[src/rtl/divider_4_seq.sv]
// rtl/divider_4_seq.sv - sequential unsigned restoring divider, one quotient bit per clock
//
// Computes Q = A / B and R = A % B for WIDTH-bit unsigned operands.
// Optional feature macro: DIVIDER_ZERO_CHECK_EN
//   defined   : a start with B == 0 skips the iteration, finishes at the accepting edge
//               and raises div_by_zero until the next accepted start.
//   undefined : B == 0 runs the normal sequence (giving Q = all ones, R = A);
//               div_by_zero is tied low.
//
// Ports:
//   clk          in   1      rising-edge clock
//   rst_n        in   1      asynchronous reset, active low
//   start        in   1      request a divide; sampled only in IDLE
//   A            in   WIDTH  dividend, latched at the accepting edge
//   B            in   WIDTH  divisor, latched at the accepting edge
//   Q            out  WIDTH  quotient, registered, held until the next result
//   R            out  WIDTH  remainder, registered, held until the next result
//   busy         out  1      high while iterating (RUN)
//   done         out  1      one-cycle pulse when Q/R are updated
//   div_by_zero  out  1      B was 0 for the current result

module divider_4_seq #(
  parameter int WIDTH = 4
) (
  input  logic             clk,
  input  logic             rst_n,
  input  logic             start,
  input  logic [WIDTH-1:0] A,
  input  logic [WIDTH-1:0] B,
  output logic [WIDTH-1:0] Q,
  output logic [WIDTH-1:0] R,
  output logic             busy,
  output logic             done,
  output logic             div_by_zero
);

  localparam int CW = $clog2(WIDTH + 1);

  typedef enum logic [1:0] {IDLE, RUN, DONE} state_t;

  state_t           state, next_state;
  logic [CW-1:0]    cnt;
  logic [WIDTH-1:0] dvd;
  logic [WIDTH-1:0] dvs;
  logic [WIDTH-1:0] rem;

  logic [WIDTH:0]   rem_sh;
  logic [WIDTH:0]   diff;
  logic             ge;
  logic [WIDTH-1:0] rem_step;
  logic [WIDTH-1:0] dvd_step;
  logic             zero_fast;

`ifdef DIVIDER_ZERO_CHECK_EN
  assign zero_fast = (B == '0);
`else
  assign zero_fast = 1'b0;
`endif

  // One restoring step. The partial remainder always stays below dvs (or below
  // 2^k after k steps when dvs == 0), so rem_sh < 2*dvs and a successful trial
  // subtract never sets bit WIDTH of diff; that bit is therefore the borrow.
  always_comb begin
    rem_sh   = {rem, dvd[WIDTH-1]};
    diff     = rem_sh - {1'b0, dvs};
    ge       = ~diff[WIDTH];
    rem_step = ge ? diff[WIDTH-1:0] : rem_sh[WIDTH-1:0];
    dvd_step = {dvd[WIDTH-2:0], ge};
  end

  always_ff @(posedge clk or negedge rst_n) begin
    if (!rst_n) begin
      state <= IDLE;
    end else begin
      state <= next_state;
    end
  end

  always_comb begin
    next_state = state;
    case (state)
      IDLE: begin
        if (start) begin
          next_state = zero_fast ? DONE : RUN;
        end
      end
      RUN: begin
        if (cnt == CW'(1)) begin
          next_state = DONE;
        end
      end
      DONE:    next_state = IDLE;
      default: next_state = IDLE;
    endcase
  end

  always_ff @(posedge clk or negedge rst_n) begin
    if (!rst_n) begin
      cnt <= '0;
      dvd <= '0;
      dvs <= '0;
      rem <= '0;
      Q   <= '0;
      R   <= '0;
    end else begin
      case (state)
        IDLE: begin
          if (start) begin
            dvd <= A;
            dvs <= B;
            rem <= '0;
            cnt <= CW'(WIDTH);
            if (zero_fast) begin
              Q <= '1;
              R <= A;
            end
          end
        end
        RUN: begin
          dvd <= dvd_step;
          rem <= rem_step;
          cnt <= cnt - CW'(1);
          if (cnt == CW'(1)) begin
            Q <= dvd_step;
            R <= rem_step;
          end
        end
        default: ;
      endcase
    end
  end

`ifdef DIVIDER_ZERO_CHECK_EN
  always_ff @(posedge clk or negedge rst_n) begin
    if (!rst_n) begin
      div_by_zero <= 1'b0;
    end else if (state == IDLE && start) begin
      div_by_zero <= zero_fast;
    end
  end
`else
  assign div_by_zero = 1'b0;
`endif

  assign busy = (state == RUN);
  assign done = (state == DONE);

endmodule

[config.mk]
export PLATFORM = sky130hd
export DESIGN_NAME = divider_4_seq
export DESIGN_NICKNAME = d
export VERILOG_FILES = /design/src/rtl/divider_4_seq.sv
export SDC_FILE = /design/constraint.sdc
export NUM_CORES = 1
export LEC_CHECK = 0
export CORE_ASPECT_RATIO = 1.2
export CORE_MARGIN = 2
export CORE_UTILIZATION = 33
export DETAILED_ROUTE_END_ITERATION = 10
export MAX_ROUTING_LAYER = met4
export PLACE_DENSITY_LB_ADDON = 0.15
export SYNTH_ARGS = -nofsm -noshare
export SYNTH_HDL_FRONTEND = slang
export SYNTH_SLANG_ARGS = --single-unit
[constraint.sdc]
create_clock -name clk -period 2.06 [get_ports clk]
set_input_delay 0.412 -clock clk [delete_from_list [all_inputs] [get_ports clk]]
set_output_delay 0.412 -clock clk [all_outputs]
set_load 0.05 [all_outputs]
==> run_results.csv <==
group,metric,value,unit
outcome,status,"finished clean",
placed_design,port_buffers,20,
synthesis,synth_edf_count,0,
worst_setup_path,cp-start-kind,"flip-flop",
clock_network,clk_path_buf_depth,2,
floorplan,rows,25,
worst_setup_path,crit_top_cell,"inv_2",
synthesis,synth_top_family_by_area,"compound AO/OA/AOI/OAI gates",
global_route,grt_max_degree,26,
worst_setup_path,critPathRequiredTime,2.26,ns
sta,worstMarginPinSlew,0.4985,ns
synthesis,syn_nets,157,
run,maxCapViolCount,0,
worst_setup_path,critPathMaxStageDelay,0.40,ns
global_route,grt_overflow,0,
route,drc,0,
sta,slew_violations,0,
layout,drive_above_1_share,0.2164,
clock_network,cts_root_buf,"clkbuf_8",
clock_network,clock-sinks,25,
sta,rsz0062_at_grt,"true",
synthesis,synthAdderAreaFrac,0.07057,
global_route,grt_pass1_wl,5299,µm
placed_design,gp_congestion,0.7895,
worst_setup_path,end_kind,"flip-flop",
floorplan,io_pins,22,
route,drtPass1Iterations,4,
floorplan,core,0.003941,mm²
synthesis,synthSimpleGateAreaFrac,0.1820,
global_route,grt_pass1_vias,1167,
sta,fin_setup_tns,0,ns
synthesis,synth.distinct_cells,39,
sta,setup_violations,0,
synthesis,synth_warnings,0,
clock_network,cts_hold_buffers,0,
placed_design,dp_hpwl,2418,µm
worst_setup_path,crit_path_max_fanout,8,
worst_setup_path,crit_path_top_delay_cell,"dfrtp_1",
layout,final_cells,225,
synthesis,synth-compound-area-share,0.2136,
floorplan,start_util,0.3419,
synthesis,ys_seq_elements,25,
route,initialDrtViolationCount,34,
worst_setup_path,worstSetupPathType,"flip-flop to flip-flop",
placed_design,dp.cells,219,
synthesis,async_flop_share,1.000,
sta,period_needed,2.034,ns
sta,slew_headroom,0.6666,
route,vias,1123,
route,via_per_inst,4.991,
clock_network,path_clk_slew,0.09,ns
synthesis,synthFlopType,"dfrtp_1",
layout,area_growth,33.89,%
sta,fin_skew,0.001056,ns
layout,final_util,0.4578,
floorplan,die_w,62.34,µm
synthesis,ys_seq_area_frac,0.4643,
synthesis,syn-instance-count,139,
sta,fmax,491.6,MHz
worst_setup_path,arrival,2.24,ns
synthesis,avgSynthCellArea,9.695,µm²
clock_network,clk_latency,0.26,ns
floorplan,dieArea,0.004613,mm²
clock_network,h-tree-depth,1,
worst_setup_path,critPathTopFamily,"compound AO/OA/AOI/OAI gates",
clock_network,cts_tree,"done",
sta,hold_violations,0,
synthesis,synthMuxAreaShare,0.007428,
route,wl_per_cell,14.35,µm
min_path,min_path_type,"flip-flop to flip-flop",
worst_setup_path,path_cells,"inv_2 > ha_4 > inv_2 > fa_2 > a211o_1 > a21o_4 > o311a_2 > o21ai_2",
layout,diodes,0,
synthesis,syn_area,0.001348,mm²
synthesis,synth-xor-area-share,0.01300,
worst_setup_path,crit_buf_inv,2,
route,totalWireLength,3229,µm
global_route,antenna_found_initial,0,
clock_network,numCtsBuffers,3,
layout,nets,190,
sta,period_share,0.9875,
route,antenna_left,0,
floorplan,dieHeight,74,µm
global_route,grt_usage,0.1521,
## cell usage in the layout (no fill, tap or decap), types with 2 or more instances in the layout
cell	n
a31oi_1	2
nand3_1	2
nor2b_1	5
a22oi_1	3
a221oi_1	2
o21bai_1	2
nand4_1	2
clkdlybuf4s50_1	18
a21oi_2	3
and3_4	2
nand2_1	29
o22ai_1	3
a211o_1	2
a2111oi_0	2
nand2b_1	5
clkbuf_8	3
inv_2	2
ha_1	5
inv_1	9
nor2_1	3
buf_4	12
o21ai_0	7
o31ai_2	2
dfrtp_1	25
## tightest hold or removal path: stages (launching register included)
cell and delay [ns]:
dfrtp_1 0.35, nand2_1 0.05, nand2_1 0.05
## synthesized netlist by cell type, types with 3 or more instances
| master | instances | area [µm²] |
|---|---|---|
| nor2b_1 | 5 | 31.28 |
| nand2b_1 | 5 | 31.28 |
| inv_1 | 11 | 41.29 |
| nand2_1 | 29 | 108.9 |
| o21ai_0 | 7 | 35.03 |
| ha_1 | 6 | 75.07 |
| nor2_1 | 3 | 11.26 |
| a22oi_1 | 3 | 22.52 |
| o22ai_1 | 3 | 18.77 |
| a21oi_1 | 4 | 20.02 |
| dfrtp_1 | 25 | 625.6 |
## metal layers
layer,GRT usage,wire length (µm),vias to the layer above,part of all wire
met5,-,0,-,0
met4,0.06667,46,0,0.014
met3,0.02118,98,4,0.030
met2,0.2862,1777,17,0.55
met1,0.1618,1305,548,0.40
li1,-,-,554,-
## final cells by class
class                           count  area, µm²
Fill cell                         392       2137
Multi-Input combinational cell     99      721.9
Sequential cell                    25      625.6
Timing Repair Buffer               32      301.5
Tap cell                           54      67.56
Clock buffer                        3      41.29
Inverter                           11      41.29
Clock inverter                      1      5.005
## worst paths after layout
check	start	end	slack, ns	cells past startpoint
worst max-delay path	dvd[3]	R[3]	0.03	8
min in group asynchronous	rst_n	dvs[2]	0.51	2
worst min register to register	Q[3]	Q[3]	0.48	2
max in group asynchronous	rst_n	rem[2]	1.29	2
worst min-delay path	Q[3]	Q[3]	0.48	2
worst max register to register	dvd[3]	R[3]	0.03	8
## stage by stage
step / hold slack (ns) / area [µm²] / worst slack (ns)
after floorplan: 0.1164 / 1348 / 0.003979
after detailed placement: 0.4644 / 1677 / -0.03820
after global routing: 0.5005 / 1804 / -0.06147
final: 0.4801 / 1804 / 0.02582
after global placement: 0.4612 / 1677 / 0.03437
after CTS: 0.4865 / 1758 / -0.001483
## flip-flops by register name, summed over array words and instances, names as in the netlist
signal  flops
dvd         4
dvs         4
R           4
state       2
cnt         3
rem         4
Q           4
## repair_timing
| action | in CTS | in global routing |
|---|---|---|
| pin swaps | 2 | 2 |
| buffers inserted | 1 | 1 |
| resized for setup | 7 | 7 |
| setup endpoints to repair | 5 | 9 |
## cell families after synthesis
kind of cell | count (synthesis)
muxes | 1
and+or+nand+nor | 50
other | 1
xor gates and xnor gates | 2
DFF | 25
AOI/OAI and AO/OA | 38
adders and majority gates | 7
buffers and inverters | 15
Power is not shown: default switching activity piles up to over one toggle a cycle in this logic, so the estimate is an artifact.
